File: src/rtl/fetch_if.sv
// fetch_if
// Bundles the fetch stage's control, program-memory and decode-side signals.
//   master : fetch_unit side.
//            Inputs:  run, halt_req, stall, branch_en, branch_addr, ins_in.
//            Outputs: addr, pc, ir, ir_valid, halted, fetch_cnt.
//   slave  : environment side (control logic, program memory, decode stage).
//            Directions are the mirror image of master.
interface fetch_if #(
    parameter int ADDR_W = 5,
    parameter int INS_W  = 6
);
    logic              run;
    logic              halt_req;
    logic              stall;
    logic              branch_en;
    logic [ADDR_W-1:0] branch_addr;
    logic [INS_W-1:0]  ins_in;
    logic [ADDR_W-1:0] addr;
    logic [ADDR_W-1:0] pc;
    logic [INS_W-1:0]  ir;
    logic              ir_valid;
    logic              halted;
    logic [7:0]        fetch_cnt;

    modport master (
        input  run, halt_req, stall, branch_en, branch_addr, ins_in,
        output addr, pc, ir, ir_valid, halted, fetch_cnt
    );

    modport slave (
        output run, halt_req, stall, branch_en, branch_addr, ins_in,
        input  addr, pc, ir, ir_valid, halted, fetch_cnt
    );
endinterface

File: src/rtl/fetch_unit.sv
// fetch_unit
// Instruction fetch stage in front of a 2^ADDR_W-word program memory.
// It owns the program counter and drives the memory address. It latches the
// returned word into an instruction register that the decode stage takes
// through a valid/stall handshake.
// It also handles branch redirects (one bubble), halt requests, stop or wrap
// at the end of memory, and a saturating count of accepted fetches.
// Ports:
//   clk, rst_n          : rising-edge clock, asynchronous active-low reset
//   bus (fetch_if.master):
//     run               : start/restart pulse, seen in IDLE and HALT
//     halt_req          : stop fetching, seen in RUN
//     stall             : consumer is not taking ir this cycle
//     branch_en/addr    : redirect the PC
//     ins_in            : memory read data for the current addr
//     addr, pc          : program counter (addr is a wire copy of pc)
//     ir, ir_valid      : instruction register and its valid flag
//     halted            : high while in HALT
//     fetch_cnt         : accepted fetches since reset/restart, saturates at 255
module fetch_unit #(
    parameter int                ADDR_W      = 5,
    parameter int                INS_W       = 6,
    parameter logic [ADDR_W-1:0] START_ADDR  = '0,
    parameter logic [INS_W-1:0]  NOP_WORD    = '0,
    parameter bit                STOP_AT_END = 1'b1
) (
    input  logic     clk,
    input  logic     rst_n,
    fetch_if.master  bus
);

    typedef enum logic [1:0] {IDLE, RUN, HALT} state_t;

    localparam logic [ADDR_W-1:0] LAST_ADDR = {ADDR_W{1'b1}};

    state_t            state, state_nxt;
    logic [ADDR_W-1:0] pc_q, pc_nxt;
    logic [INS_W-1:0]  ir_q, ir_nxt;
    logic              valid_q, valid_nxt;
    logic [7:0]        cnt_q, cnt_nxt;

    // Every architectural register is updated here from the next-state
    // values. Reset forces the fetch stage back to an idle, empty pipeline
    // with the PC parked at the start address.
    always_ff @(posedge clk or negedge rst_n) begin
        if (!rst_n) begin
            state   <= IDLE;
            pc_q    <= START_ADDR;
            ir_q    <= NOP_WORD;
            valid_q <= 1'b0;
            cnt_q   <= 8'd0;
        end else begin
            state   <= state_nxt;
            pc_q    <= pc_nxt;
            ir_q    <= ir_nxt;
            valid_q <= valid_nxt;
            cnt_q   <= cnt_nxt;
        end
    end

    // Next-state and next-register logic. Every register holds by default.
    // In RUN the priority is halt_req, then branch, then stall, then fetch.
    // A branch squashes the word sitting in ir, so the consumer sees one
    // bubble. The halt request wins even over a branch, so the PC stays
    // where it was when the halt took effect.
    always_comb begin
        state_nxt = state;
        pc_nxt    = pc_q;
        ir_nxt    = ir_q;
        valid_nxt = valid_q;
        cnt_nxt   = cnt_q;
        unique case (state)
            IDLE: begin
                if (bus.run) begin
                    state_nxt = RUN;
                end
            end
            RUN: begin
                if (bus.halt_req) begin
                    state_nxt = HALT;
                end else if (bus.branch_en) begin
                    pc_nxt    = bus.branch_addr;
                    ir_nxt    = NOP_WORD;
                    valid_nxt = 1'b0;
                end else if (!bus.stall) begin
                    ir_nxt    = bus.ins_in;
                    valid_nxt = 1'b1;
                    if (cnt_q != 8'hFF) begin
                        cnt_nxt = cnt_q + 8'd1;
                    end
                    if (pc_q != LAST_ADDR) begin
                        pc_nxt = pc_q + ADDR_W'(1);
                    end else if (STOP_AT_END) begin
                        state_nxt = HALT;
                    end else begin
                        pc_nxt = '0;
                    end
                end
            end
            HALT: begin
                // The last fetched word stays valid until the consumer
                // takes it once (the first non-stall edge).
                if (bus.run) begin
                    state_nxt = RUN;
                    pc_nxt    = START_ADDR;
                    ir_nxt    = NOP_WORD;
                    valid_nxt = 1'b0;
                    cnt_nxt   = 8'd0;
                end else if (!bus.stall) begin
                    valid_nxt = 1'b0;
                end
            end
            default: begin
                state_nxt = IDLE;
            end
        endcase
    end

    assign bus.addr      = pc_q;
    assign bus.pc        = pc_q;
    assign bus.ir        = ir_q;
    assign bus.ir_valid  = valid_q;
    assign bus.halted    = (state == HALT);
    assign bus.fetch_cnt = cnt_q;

endmodule
File: src/flat_wrapper.sv
// flat-port wrapper written by rule: the top's interface ports become plain ports
module fetch_unit_flat 
#(
    parameter int                ADDR_W      = 5,
    parameter int                INS_W       = 6,
    parameter logic [ADDR_W-1:0] START_ADDR  = '0,
    parameter logic [INS_W-1:0]  NOP_WORD    = '0,
    parameter bit                STOP_AT_END = 1'b1
)
  (clk, rst_n, bus_run, bus_halt_req, bus_stall, bus_branch_en, bus_branch_addr, bus_ins_in, bus_addr, bus_pc, bus_ir, bus_ir_valid, bus_halted, bus_fetch_cnt);
  fetch_if #(.ADDR_W(ADDR_W), .INS_W(INS_W)) bus_i ();
  input  logic clk;
  input  logic rst_n;
  input wire logic [$bits(bus_i.run)-1:0] bus_run;
  input wire logic [$bits(bus_i.halt_req)-1:0] bus_halt_req;
  input wire logic [$bits(bus_i.stall)-1:0] bus_stall;
  input wire logic [$bits(bus_i.branch_en)-1:0] bus_branch_en;
  input wire logic [$bits(bus_i.branch_addr)-1:0] bus_branch_addr;
  input wire logic [$bits(bus_i.ins_in)-1:0] bus_ins_in;
  output wire logic [$bits(bus_i.addr)-1:0] bus_addr;
  output wire logic [$bits(bus_i.pc)-1:0] bus_pc;
  output wire logic [$bits(bus_i.ir)-1:0] bus_ir;
  output wire logic [$bits(bus_i.ir_valid)-1:0] bus_ir_valid;
  output wire logic [$bits(bus_i.halted)-1:0] bus_halted;
  output wire logic [$bits(bus_i.fetch_cnt)-1:0] bus_fetch_cnt;
  assign bus_i.run = bus_run;
  assign bus_i.halt_req = bus_halt_req;
  assign bus_i.stall = bus_stall;
  assign bus_i.branch_en = bus_branch_en;
  assign bus_i.branch_addr = bus_branch_addr;
  assign bus_i.ins_in = bus_ins_in;
  assign bus_addr = bus_i.addr;
  assign bus_pc = bus_i.pc;
  assign bus_ir = bus_i.ir;
  assign bus_ir_valid = bus_i.ir_valid;
  assign bus_halted = bus_i.halted;
  assign bus_fetch_cnt = bus_i.fetch_cnt;
  fetch_unit #(.ADDR_W(ADDR_W), .INS_W(INS_W), .START_ADDR(START_ADDR), .NOP_WORD(NOP_WORD), .STOP_AT_END(STOP_AT_END)) u_core (.clk(clk), .rst_n(rst_n), .bus(bus_i));
endmodule
File: config.mk
export PLATFORM = sky130hd
export DESIGN_NAME = fetch_unit_flat
export DESIGN_NICKNAME = d
export VERILOG_FILES = /design/src/rtl/fetch_if.sv /design/src/rtl/fetch_unit.sv /design/src/flat_wrapper.sv
export SDC_FILE = /design/constraint.sdc
export NUM_CORES = 1
export LEC_CHECK = 0
export CORE_ASPECT_RATIO = 1.25
export CORE_MARGIN = 4
export CORE_UTILIZATION = 40
export DETAILED_ROUTE_END_ITERATION = 10
export GPL_TIMING_DRIVEN = 0
export PLACE_DENSITY = 0.74
export SYNTH_ARGS = -nofsm -noshare
export SYNTH_HDL_FRONTEND = slang
export SYNTH_SLANG_ARGS = --single-unit
File: constraint.sdc
create_clock -name clk -period 2.3 [get_ports clk]
set_input_delay 0.23 -clock clk [delete_from_list [all_inputs] [get_ports clk]]
set_output_delay 0.23 -clock clk [all_outputs]
set_load 0.05 [all_outputs]
; ---- Yosys cells after proc, flatten, opt, wreduce, memory -nomap -nowiden
; Cells that the tools add are included.
[word_totals]
output_inout_bits = 26
inputBits = 17
wordCells = 60
regBits = 22
[classes]
addsub = 2
muxes = 29
n_reduce_logical = 8
n_eq_ne = 16
[ops]
columns = op, count
row1 = 2-to-1 mux 8 bit, 5
row2 = 2-to-1 mux 5 bit, 5
row3 = 2-to-1 mux 6 bit, 4
row4 = one-hot mux 8 bit (2 select lines), 1
row5 = "inequality test 3 bit, second input constant", 5
row6 = one-hot mux 6 bit (2 select lines), 1
row7 = AND reduction 4 bit, 3
row8 = 2-to-1 mux 2 bit, 5
row9 = one-hot mux 5 bit (2 select lines), 1
row10 = "adder 8 x 1 -> 8 bit, second input constant", 1
row11 = "inequality test 2 bit, second input constant", 4
row12 = "inequality test 8 bit, second input constant", 1
row13 = AND reduction 6 bit, 1
row14 = "adder 5 x 1 -> 5 bit, second input constant", 1
row15 = 2-to-1 mux 1 bit, 5
row16 = "inequality test 5 bit, second input constant", 1
row17 = AND reduction 5 bit, 1
row18 = "inequality test 2 x 1 -> 1 bit, second input constant", 2
row19 = one-hot mux 2 bit (2 select lines), 1
row20 = "inequality test 3 x 2 -> 1 bit, second input constant", 1
row21 = "equality test 2 x 1 -> 1 bit, second input constant", 1
row22 = "equality test 2 bit, second input constant", 1
row23 = logical NOT 2 bit, 1
row24 = one-hot mux 1 bit (2 select lines), 1
row25 = other kinds (2), 2

; ---- Logic depth before layout (Yosys ltp)
; Gate-level depths: netlist of the first run.
[logic_depth]
word_depth = 6
ltp_mapped = 7
depth_no_buf = 7

; ---- Worst setup path after synthesis of the first run
; Ideal clock, no wire load.
[synth_path]
kind = register to register
start = register u_core.state[0]
end = register u_core.cnt_q[2] (netlist: u_core.bus.fetch_cnt[2])
n_path_buf = 2
synth_period_minus_slack_ns = 2.109
path_slack_ns = 0.191
t_arrival_ns = 1.985
stages_incl_launch_ff = 7
cell_sequence = dfrtp_1 > inv_1 > ha_1 > clkbuf_1 > buf_1 > nor3b_1 > a211o_1
[synth_between]
elab_chain_cells = 3
word_cells_on_any_way = 10
classes_between = 7 x eq/ne / 1 x mux / 2 x reduce/logical
[synth_lines]
columns = element, line
row1 = "start, declared", fetch_unit.sv:36  ; state_t state, state_nxt;
row2 = "start signal, assigned", fetch_unit.sv:53  ; state <= state_nxt;
row3 = equality test 2 bit *, n/a
row4 = via bus_halted, flat_wrapper.sv:24  ; output wire logic [$bits(bus_i.halted)-1:0] bus_halted;
row5 = inequality test 2 bit (no line) / nonzero test 2 bit (equally long branches), n/a
row6 = AND reduction 6 bit (no line), n/a
row7 = "end signal, assigned", fetch_unit.sv:57  ; cnt_q <= cnt_nxt;
row8 = "end, declared", fetch_unit.sv:40  ; logic [7:0] cnt_q, cnt_nxt;
; The timed path passes the listed nets; every way through them passes the cells marked *.
; A chain may end at the register's enable or synchronous reset.

; ---- Worst setup path after layout of the first run
[layout_path]
start = register u_core.state[0]
end = output bus_halted
[layout_between]
elab_chain_cells = 1
[layout_lines]
columns = element, line
row1 = equality test 2 bit, fetch_unit.sv:123  ; assign bus.halted = (state == HALT);
row2 = "end, declared", flat_wrapper.sv:24
; Every way passes these cells.

==> results of run 1 <==
[cell type report]
type / instances / area [um^2] / share of cell area [%]
Buffer: 10 / 58.8 / 3.15
Sequential cell: 22 / 551 / 29.5
Multi-Input combinational cell: 109 / 721 / 38.6
Inverter: 4 / 15.0 / 0.804
Clock buffer: 4 / 55.1 / 2.95
Tap cell: 37 / 46.3 / 2.48
Timing Repair Buffer: 42 / 420 / 22.5
[cells in the final DEF (no fill, tap or decap), types with 5 or more instances in the layout]
cell type	instances
sky130_fd_sc_hd__dfrtp_1	22
sky130_fd_sc_hd__ha_1	8
sky130_fd_sc_hd__clkdlybuf4s50_1	42
sky130_fd_sc_hd__nor2_1	6
sky130_fd_sc_hd__o21ai_0	19
sky130_fd_sc_hd__nand3_1	12
sky130_fd_sc_hd__nand2_1	13
sky130_fd_sc_hd__buf_4	5
[worst paths after layout]
check,startpoint,endpoint,slack (ns),cells after the start
max,u_core.state[0],bus_halted,0.14,3
min,bus_ins_in[1],u_core.bus.ir[1],0.50,3
max reg2reg,u_core.state[0],u_core.bus.fetch_cnt[3],0.19,6
min reg2reg,u_core.bus.ir[1],u_core.bus.ir[1],0.52,2
max in group asynchronous,rst_n,u_core.bus.ir[1],1.14,1
min in group asynchronous,rst_n,u_core.state[1],0.53,1
[per-stage QoR]
stage | power, mW | cell area (um^2) | hold WS, ns
final | 2.99 | 1870 | 0.503
after global routing | 3.19 | 1870 | 0.523
after CTS | 3.00 | 1870 | 0.503
after detailed placement | 2.71 | 1810 | 0.503
after global placement | 2.64 | 1810 | 0.490
after floorplan | 2.09 | 1350 | -0.0656
[metal layers]
layer | part of all wire, % | wire, um
met4 | 1.3 | 45
met3 | 7.7 | 269
met2 | 52 | 1810
met5 | 0 | 0
met1 | 39 | 1360
[registers in the layout, indices dropped and copies added, names as in the netlist]
name	flops
u_core.bus.ir_valid	1
u_core.bus.ir	6
u_core.bus.fetch_cnt	8
u_core.bus.addr	5
u_core.state	2
[worst register-to-register path, cell delays in order (launching register included)]
cell	delay (ns)
sky130_fd_sc_hd__dfrtp_1	0.42
sky130_fd_sc_hd__inv_1	0.13
sky130_fd_sc_hd__ha_1	0.27
sky130_fd_sc_hd__clkbuf_1	0.37
sky130_fd_sc_hd__buf_1	0.41
sky130_fd_sc_hd__nor3b_1	0.11
sky130_fd_sc_hd__a211o_1	0.28
[kinds of logic after synthesis]
family                   count (synthesis)
AND/OR/NAND/NOR                         61
buffers and inverters                   14
AO/OA/AOI/OAI                           36
multiplexers                             4
flip-flops                              22
adder cells (fa/ha/maj)                  8
[power groups by stage]
stage	Sequential (mW)	Clock, mW	Combinational (mW)
final	0.718	0.285	1.98
after global routing	0.746	0.304	2.14
after CTS	0.717	0.295	1.99
after detailed placement	0.723	0	1.98
after global placement	0.705	0	1.93
after floorplan	1.15	0	0.933
==> metrics.csv, run 1 <==
metric,value,unit
outcome,finished clean,
ys_dominant_reg_cell,sky130_fd_sc_hd__dfrtp_1,
post_drt_wl_per_cell,15.3,um
wl,3.49,mm
cts_hold_buffers,0,
wire_length_of_the_first_global_routing_pass,6.02,mm
power_switching,1.57,mW
period_utilisation_layout,93.8,%
grt.busiest_layer,met2,
criticalPathCategory,reg -> out,
synth_area_leaders,"sky130_fd_sc_hd__dfrtp_1 41%, sky130_fd_sc_hd__ha_1 7.4%, sky130_fd_sc_hd__o21ai_0 7.1%, sky130_fd_sc_hd__nand3_1 4.5%, sky130_fd_sc_hd__nand2_1 3.6%",
synth_xor_area_share,0,%
design.portCount,43,
final.setup.tns,0,ns
syn-mean-instance-area,9.28,um^2
cts-resized-gates,0,
start_util,41.7,%
worst_pin_slew,1.05,ns
post_synthesis_sequential_element_count,22,
final_layout_size_suffix_gt1_share,8.38,%
netlist.area_leader.share,40.9,%
placement.io_buffers,42,
floorplan.die.width,59.9,um
setup.worst_path.end_class,output port,
gr-usage-met2,32.1,%
power.leakage,0.775,nW
grt_util_met3,4.07,%
finalNetCount,217,
placed_cells,224,
power-per-cell-area,1600,nW/um^2
synth_simple_gate_area_share,24.9,%
clock_power_share,9.5,%
synth_top_family_by_area,simple AND/OR/NAND/NOR gates,
clkSinkCount,22,
final.setup_skew,0.000811,ns
drcViolationCount,0,
die_h,72.8,um
synthTopCellsByCount,"22 x sky130_fd_sc_hd__dfrtp_1, 19 x sky130_fd_sc_hd__o21ai_0, 13 x sky130_fd_sc_hd__nand2_1, 12 x sky130_fd_sc_hd__nand3_1, 8 x sky130_fd_sc_hd__ha_1",
num_rows,23,
flow.area_growth_from_synthesis,38.8,%
post_cts.repair.setup_buffers,0,
slew_viol_final,0,
cts_inserted_buffers,3,
critPathMaxStageDelay,0.84,ns
utilization,57.9,%
crit_fanout,7,
placement.setup.worst_slack,0.210,ns
timing.slew.headroom,30.0,%
critPathTopFamily,buffers and inverters,
switching_share,52.6,%
timing.final.setup_violations,0,
number_of_buffers_and_inverters_on_the_critical_path,2,
grt_max_degree,23,
cts_htree_levels,1,
timing.max_cap.violations,0,
drt_first_iter_violations,77,
grt_pass1_vias,1367,
num_antenna_cells,0,
clock_tree_from_tritoncts,yes,
share_seq_of_total_power,24.1,%
vias,1306,
die_area,4360,um^2
clockRootBuffer,sky130_fd_sc_hd__clkbuf_8,
final_critical_path_setup_slack,0.142,ns
synth.mux.area_fraction,3.16,%
routabilityCongestion,0.812,
finalHoldViolations,0,
gr-total-overflow,0,
grt_antenna_before_repair,0,
postRouteAntennaNets,0,
power.internal,1.41,mW
rsz0062_at_grt,no,
irDropWorstVdd,0.000914,V
timing.hold.worst.class,in -> reg,
ys_seq_area_share,40.9,%
post-dp-hpwl,2.66,mm
synth-compound-area-share,18.0,%
cts_buffer_depth,2,
worst-endpoint-arrival,1.93,ns
cp_cell_sequence,inv_1 > ha_1 > clkdlybuf4s50_1,
latest_clock_arrival_within_the_worst_skew_pair,0.26,ns
clk_pin_slew,0.08,ns
detailedRoute.firstPassIterationCount,4,
syn_nets,170,
groute.usage.overall,17.6,%
grtUsageMet1,19.6,%
netlist.top_cell.by_area,sky130_fd_sc_hd__dfrtp_1,
synth-adder-area-share,7.44,%
synthMostInstantiatedCell,sky130_fd_sc_hd__dfrtp_1,
core,3220,um^2
mappedNetlistArea,1350,um^2
achievable-frequency,463,MHz
layout_min_cycle_time,2.16,ns
yosysUniqueCellTypes,36,
layout.filler_cells,311,
timing.critical_path.required,2.07,ns
synth_async_reset_ratio,100,%
share_comb_of_total_power,66.4,%
synth-edff-count,0,
yosys_warnings,0,
syn-instance-count,145,
detail_route.vias_per_cell,5.73,
startpoint_types,flop,
fin_cells,228,
critPathSlowestCell,sky130_fd_sc_hd__clkdlybuf4s50_1,
Note: power is estimated with default switching activity, not from simulation.
==> run 2, diff against run 1 <==
Clock period 2.3 ns to 2.78 ns, I/O delays scaled along.
==> results of run 2 <==
The final DEF is identical to that of run 1. Status: finished clean.
Among the figures that moved: setup slack after placement 0.210 ns -> 0.690 ns; setup slack after layout 0.142 ns -> 0.574 ns; hold slack 0.503 ns -> 0.517 ns; register-to-register setup slack 0.19 ns -> 0.67 ns; total power 2.99 mW -> 2.47 mW; worst IR drop on VDD 0.000914 V -> 0.000756 V
==> run 3, diff against run 2 <==
Settings changed: PLACE_DENSITY 0.74 to 0.76.
Clock period 2.78 ns to 1.9 ns, I/O delays scaled along.
==> run 3 against run 2 <==
Effect of this change: sequential cell count did not move; register-to-register slack got worse by 0.62 ns; clock skew rose by 0.0093 ns; combinational power rose by 54%; final cell count rose by 0.44%; clock-buffer cell count did not move; critical endpoint is now bus_pc[2]; highest routed layer unchanged.
==> metrics.csv, run 3 (synthesis results as in run 1) <==
metric,value,unit,change
totalPowerFinal,3.70,mW,
timing.slew.headroom,30.3,%,+0.37 points
placement.io_buffers,42,,unchanged
routabilityCongestion,0.768,,-5.4%
post_drt_wl_per_cell,15.0,um,-2.3%
clock_tree_from_tritoncts,yes,,
postPlaceCellArea,1830,um^2,+1.0%
detail_route.vias_per_cell,5.72,,-0.21%
die_h,72.8,um,unchanged
utilization,60.1,%,+2.1 points
timing.critical_path.required,1.71,ns,
wire_length_of_the_first_global_routing_pass,5.79,mm,-3.8%
final_layout_size_suffix_gt1_share,15.6,%,+7.2 points
criticalPathCategory,reg -> out,,
timing.max_cap.violations,0,,unchanged
timing.final.setup_violations,0,,unchanged
postRouteAntennaNets,0,,unchanged
floorplan.die.width,59.9,um,unchanged
gr-total-overflow,0,,unchanged
worst-endpoint-arrival,1.67,ns,-0.26 ns
finalHoldViolations,0,,unchanged
slew_viol_final,0,,unchanged
max_reg_flops,8,,unchanged
timing.hold.worst.class,in -> reg,,
latest_clock_arrival_within_the_worst_skew_pair,0.26,ns,about the same
power-per-cell-area,1910,nW/um^2,
final_critical_path_setup_slack,0.0358,ns,
rsz0062_at_grt,yes,,
placement.setup.worst_slack,-0.152,ns,
cts_inserted_buffers,3,,unchanged
final.setup_skew,0.0101,ns,+0.00929 ns
drcViolationCount,0,,unchanged
cts_buffer_depth,2,,unchanged
irDropWorstVdd,0.00120,V,
num_rows,23,,unchanged
startpoint_types,flop,,
grt_pass1_vias,1340,,-2.0%
final_common_cell,sky130_fd_sc_hd__clkdlybuf4s50_1,,
design.portCount,43,,unchanged
finalNetCount,218,,+0.46%
outcome,finished clean,,
layout_min_cycle_time,1.86,ns,
clockRootBuffer,sky130_fd_sc_hd__clkbuf_8,,
setup.worst_path.end_class,output port,,
cp_cell_sequence,buf_4 > clkdlybuf4s50_1,,
number_of_buffers_and_inverters_on_the_critical_path,2,,unchanged
critPathSlowestCell,sky130_fd_sc_hd__clkdlybuf4s50_1,,
grt_max_degree,23,,unchanged
grt_antenna_before_repair,0,,unchanged
worst_pin_slew,1.04,ns,-0.00556 ns
start_util,41.7,%,unchanged
crit_fanout,7,,unchanged
leading_cell_types_in_the_layout_fill_and_taps_excluded,"41 x sky130_fd_sc_hd__clkdlybuf4s50_1, 19 x sky130_fd_sc_hd__dfrtp_1, 17 x sky130_fd_sc_hd__o21ai_0, 13 x sky130_fd_sc_hd__nand2_1, 11 x sky130_fd_sc_hd__nand3_1",,
flow.area_growth_from_synthesis,43.9,%,
cts_htree_levels,1,,unchanged
wl,3.42,mm,-1.9%
clk_pin_slew,0.08,ns,about the same
post-dp-hpwl,2.58,mm,-3.0%
clkSinkCount,22,,unchanged
detailedRoute.firstPassIterationCount,4,,unchanged
groute.usage.overall,17.2,%,-0.34 points
vias,1309,,+0.23%
die_area,4360,um^2,unchanged
drt_first_iter_violations,44,,-43%
period_utilisation_layout,98.1,%,
layout.filler_cells,303,,-2.6%
power.leakage,0.793,nW,+2.3%
num_antenna_cells,0,,unchanged
core,3220,um^2,unchanged
critPathMaxStageDelay,0.78,ns,-0.06 ns
achievable-frequency,536,MHz,
critPathTopFamily,buffers and inverters,,
finalInstanceArea,1940,um^2,+3.7%
run 3: repair_timing:
item,in CTS,in global routing
gates resized for setup,4,12
setup buffers,0,1
hold buffers,0,0
pin swaps,0,1
endpoints found under the setup margin,8,21
run 3: metrics by stage:
step | setup TNS (ns) | hold WS (ns) | cells
final | 0 | 0.482 | 229
after global routing | -0.204 | 0.467 | 229
after CTS | -0.00156 | 0.474 | 228
after detailed placement | -0.518 | 0.501 | 224
after global placement | -0.154 | 0.490 | 224
after floorplan | -0.00349 | -0.106 | 145
run 3: cell type report:
cell class                 instances  area [um^2]  area share, %
inverter                           4         15.0          0.776
timing repair buffer              43          427           22.0
clock buffer                       4         45.0           2.33
sequential                        22          554           28.6
buffer                            10         68.8           3.56
multi-input combinational        109          779           40.3
tap                               37         46.3           2.39
run 3: routing by layer:
layer	routed length (um)	global-route usage, %
met5	0	0
met3	209	3.01
met2	1680	30.3
met1	1520	21.0
met4	14	5.17
run 3: path summary, 6_finish.rpt:
check	start	to	slack, ns	depth (start not counted)
max	u_core.bus.addr[2]	bus_pc[2]	0.04	2
min	bus_ins_in[4]	u_core.bus.ir[4]	0.48	3
max reg2reg	u_core.bus.addr[1]	u_core.state[1]	0.05	6
min reg2reg	u_core.bus.ir[2]	u_core.bus.ir[2]	0.52	2
max in group asynchronous	rst_n	u_core.bus.addr[1]	0.71	1
min in group asynchronous	rst_n	u_core.bus.fetch_cnt[5]	0.49	1
run 3: report_power, final:
part	internal (mW)	switching [mW]	leakage, nW
registers	0.667	0.217	0.257
logic	0.953	1.56	0.514
clock network	0.149	0.147	0.0228
total	1.77	1.93	0.793
run 3: tightest hold or removal path, delay by kind of cell:
family          cells  cell delay [ns]
compound gates      1             0.06
simple gates        1             0.05
buf+inv             1             0.40
==> RTL edit 1: new RTL, settings of run 3 <==
Make the reset (`rst_n`) synchronous in one clocked block. Comments in the files are not updated.
--- a/src/rtl/fetch_unit.sv
+++ b/src/rtl/fetch_unit.sv
@@ -44,3 +44,3 @@
     // with the PC parked at the start address.
-    always_ff @(posedge clk or negedge rst_n) begin
+    always_ff @(posedge clk) begin
         if (!rst_n) begin
Formal check against the unedited RTL: differs if rst_n is asserted again (counterexample within 4 cycles, from zero or initial values and one cycle with rst_n low); with rst_n held inactive, the same outputs for 10 cycles.
==> RTL edit 1 against run 3 <==
Synthesized cell count increased by 0.69%. Setup slack improved by 0.033 ns. Largest cell class unchanged. Sequential cell count unchanged. First-iteration DRC count decreased by 6.8%. Cell area decreased by 9.3%. Wire length decreased by 2.9%. Area after synthesis decreased by 8.2%.
Power is left out: it rests on default switching activity, and per cell area and clock period it moved more than threefold.
==> RTL edit 1: results (changes against run 3) <==
metric	value	unit	change
post_drt_via_cell_ratio	5.588		-2.2%
synth_ff_type	dfxtp_1		
slowest_stage	clkdlybuf4s50_1		
worstPathMaxFanout	5		-2
ff2ff_setup_slack	0.15	ns	+0.10 ns
holdWs	0.4434	ns	-0.03852 ns
ys_top_cells_by_area	dfxtp_1 (36%), mux2i_1 (6.5%), nand2_1 (5.5%), nand3_1 (4.5%), a21boi_0 (4.3%)		
largest_register_ffs	8		unchanged
fin_skew	0.002651	ns	-0.007447 ns
grt_pass1_wl	5658	µm	-2.3%
grt_pass1_vias	1314		-1.9%
clockBufferDepth	2		unchanged
outcome	finished, final reports clean		
yosysWarnings	0		unchanged
cts_setup_buffers	0		unchanged
syn_nets	166		-2.4%
wl_per_cell	14.58	µm	-2.5%
clkTransAtPathRegs	0.12	ns	+0.04 ns
worst_path_largest_cell_delay	0.79	ns	
clock-root-buffer	clkbuf_4		
drt_pass1_iterations	4		unchanged
drtIter0Drc	41		-6.8%
cts_max_level	1		unchanged
grt_use_total	0.1721		about the same
synthTopCellsByCount	dfxtp_1 (22), nand2_1 (18), nand3_1 (11)		
cp.arrival	1.64	ns	-0.03 ns
pre_cts_ws	-0.06496	ns	+0.08704 ns
hp-class	in -> reg		
fmax	546.2	MHz	+1.8%
ys_seq_area_frac	0.3566		-0.05267
gp_congestion	0.8459		+10%
cts_buffers	3		unchanged
antenna_found_initial	0		unchanged
dp_hpwl	2509	µm	-2.6%
num_antenna_cells	0		unchanged
slew_headroom	0.6455		+0.3423
grt_max_degree	13		-43%
synth_cell_types	44		+22%
port_buffers	42		unchanged
drive_gt1_frac	0.1250		-0.03125
clock_latency	0.31	ns	+0.05 ns
num-nets-final	213		-2.3%
ys_async_sr_fraction	0		-1.000
[RTL edit 1: worst paths after layout]
check                                       start                              endpoint  cells after the start
min reg2reg         u_core.bus.ir[2]$_SDFFE_PN0P_         u_core.bus.ir[2]$_SDFFE_PN0P_                      2
max reg2reg  u_core.bus.fetch_cnt[1]$_SDFFE_PN0P_  u_core.bus.fetch_cnt[0]$_SDFFE_PN0P_                      6
min                                 bus_ins_in[0]         u_core.bus.ir[0]$_SDFFE_PN0P_                      3
max               u_core.bus.addr[3]$_SDFFE_PN0P_                             bus_pc[3]                      2
[RTL edit 1: what timing repair did]
item                       in CTS  in global routing
gates resized for setup         3                  6
pin swaps                       0                  1
setup endpoints to repair       1                 12
[RTL edit 1: layout make-up]
class,instances,area [µm²]
plain buffers,11,68.82
clock buffers,4,36.28
fillers,273,1190
inverters,2,7.507
multi-input cells,111,733.2
flip-flops and latches,22,446.7
well taps,36,45.04
repair buffers,42,417.9
[RTL edit 1: logic make-up (layout without fill, tap and decap cells)]
family                   count (synthesis)  in the layout  share of synthesized area
AO/OA/AOI/OAI                           35             35                     0.1925
XOR/XNOR                                 2              2                    0.01419
adder cells (fa/ha/maj)                  3              3                    0.03040
buffers and inverters                   13             59                    0.06179
flip-flops                              22             22                     0.3566
multiplexers                             8              8                    0.06485
AND/OR/NAND/NOR                         63             63                     0.2796
[RTL edit 1: per-stage QoR]
stage	cell area (µm²)	TNS [ns]	instances
final	1755	0	228
after global routing	1755	-0.01048	228
after CTS	1743	0	228
after detailed placement	1705	-0.1819	224
after global placement	1705	-0.01238	224
after floorplan	1240	0	146
[RTL edit 1: critical path: cells and delay by family (launching register included)]
family / cells / cell delay (ns)
flip-flops: 1 / 0.41
buffers and inverters: 2 / 0.92
[RTL edit 1: routing by layer]
metal  up-vias  global-route usage  share of wire
li1        620                   -              -
met1       590              0.2090           0.40
met2        57              0.2927           0.52
met3         7             0.02033          0.060
met4         0             0.08247          0.022
met5         -                   0              0
==> RTL edit 2: new RTL, flow settings as in run 3 <==
Without the edit above. `ADDR_W` is set to 5 in 3 places; all go to 4.
--- a/src/rtl/fetch_if.sv
+++ b/src/rtl/fetch_if.sv
@@ -8,3 +8,3 @@
 interface fetch_if #(
-    parameter int ADDR_W = 5,
+    parameter int ADDR_W = 4,
     parameter int INS_W  = 6
--- a/src/rtl/fetch_unit.sv
+++ b/src/rtl/fetch_unit.sv
@@ -20,3 +20,3 @@
 module fetch_unit #(
-    parameter int                ADDR_W      = 5,
+    parameter int                ADDR_W      = 4,
     parameter int                INS_W       = 6,
--- a/src/flat_wrapper.sv
+++ b/src/flat_wrapper.sv
@@ -3,3 +3,3 @@
 #(
-    parameter int                ADDR_W      = 5,
+    parameter int                ADDR_W      = 4,
     parameter int                INS_W       = 6,
Ports: changed (resized bus_addr, bus_branch_addr and bus_pc); port bits go from 43 to 40. The function was not compared with the original's and may differ.
==> RTL edit 2 against run 3 <==
Sequential cell count down 1. Sequential share of layout area up 1.8 points. Largest cell class unchanged. Die area down 6.5%. Area after synthesis down 7.3%. Cell area down 9.8%. Power down 13%. Combinational power down 12%. Critical path type unchanged. Setup slack better by 0.043 ns. Via count down 12%. First-iteration DRC count down 9.1%. Largest power group unchanged. Wire length down 11%.
==> RTL edit 2: results (changes against run 3) <==
metric	value	unit	change
buffers	48		-9.4%
ys_top_cells_by_area	dfrtp_1 (42%), ha_1 (6.0%), a21bo_2 (4.8%), nand4_1 (4.0%), o21ai_1 (3.6%)		
synth_compound_area_frac	0.1878		+0.007286
clkPwrFrac	0.068		-0.012
clock-root-buffer	clkbuf_4		
num-nets-final	195		-11%
grt_max_degree	22		-4.3%
pre_cts_ws	-0.02013	ns	+0.1319 ns
tightest_slew	0.9978	ns	-0.04406 ns
netlist_instances	126		-13%
final-clk-cell-share	0.01505		-0.008217
clock_latency	0.31	ns	+0.05 ns
cp.arrival	1.63	ns	-0.04 ns
wl_met2	1568	µm	-6.7%
power_clock	0.000218	W	-26%
multi_input_area_share	0.3806		-0.02207
grt_pass1_vias	1189		-11%
layout.nonclk_buf_frac	0.2616		+0.005671
port_buffers	39		-7.1%
m1WireLength	1198	µm	-21%
seq_share	0.3039		+0.01758
r2r_cells	5		-1
syn_nets	148		-13%
holdWs	0.4189	ns	-0.06303 ns
gp_congestion	0.7720		+0.57%
drive_gt1_frac	0.2267		+0.07049
p_comb	0.00222	W	-12%
r2r_start	u_core.bus.addr[0]$_DFFE_PN0P_		
synthTopCellsByCount	dfrtp_1 (21), nand2_1 (10), o21ai_1 (9)		
place_area	1689	µm²	-7.7%
synth.area.mux_share	0.05221		+0.02058
final_cells	208		-9.2%
ir_drop	1.144	mV	-4.3%
n_all_inverters	6		+2
p_switching	0.001652	W	-14%
grtUsageMet3	0.04067		+0.01058
p_leak	0.8157	nW	+2.8%
seq_area	530.5	µm²	-4.3%
fin_skew	0.007351	ns	-0.002748 ns
outcome	finished, final reports clean		
ff2ff_setup_slack	0.09	ns	+0.04 ns
grt_util_met2	0.2827		-0.02022
clkTransAtPathRegs	0.12	ns	+0.04 ns
dp_hpwl	2239	µm	-13%
post_drt_via_cell_ratio	5.529		-3.3%
grt_use_total	0.1538		-0.01839
-- RTL edit 2: cell count changes after synthesis, moves of 5 or more --
cell,delta
a21bo_2,+6
o21ai_1,+8
o21ai_0,-15
a21oi_1,+5
nand3_1,-8
-- RTL edit 2: worst max path at each step --
stage / end / slack [ns]
4_1_cts: bus_pc[2] / 0.0004
3_5_place_dp: u_core.bus.fetch_cnt[4]$_DFFE_PN0P_ / -0.02
6_report: bus_pc[0] / 0.08
2_1_floorplan: u_core.bus.fetch_cnt[4]$_DFFE_PN0P_ / 0.06
3_3_place_gp: u_core.bus.fetch_cnt[4]$_DFFE_PN0P_ / 0.005
5_1_grt: u_core.state[1]$_DFFE_PN0P_ / 0.01
-- RTL edit 2: what timing repair did --
item / CTS / global route
pin swaps: 0 / 2
gates cloned: 0 / 1
gates resized for setup: 1 / 6
endpoints found under the setup margin: 1 / 17
buffers inserted: 0 / 2
hold buffers: 0 / 0
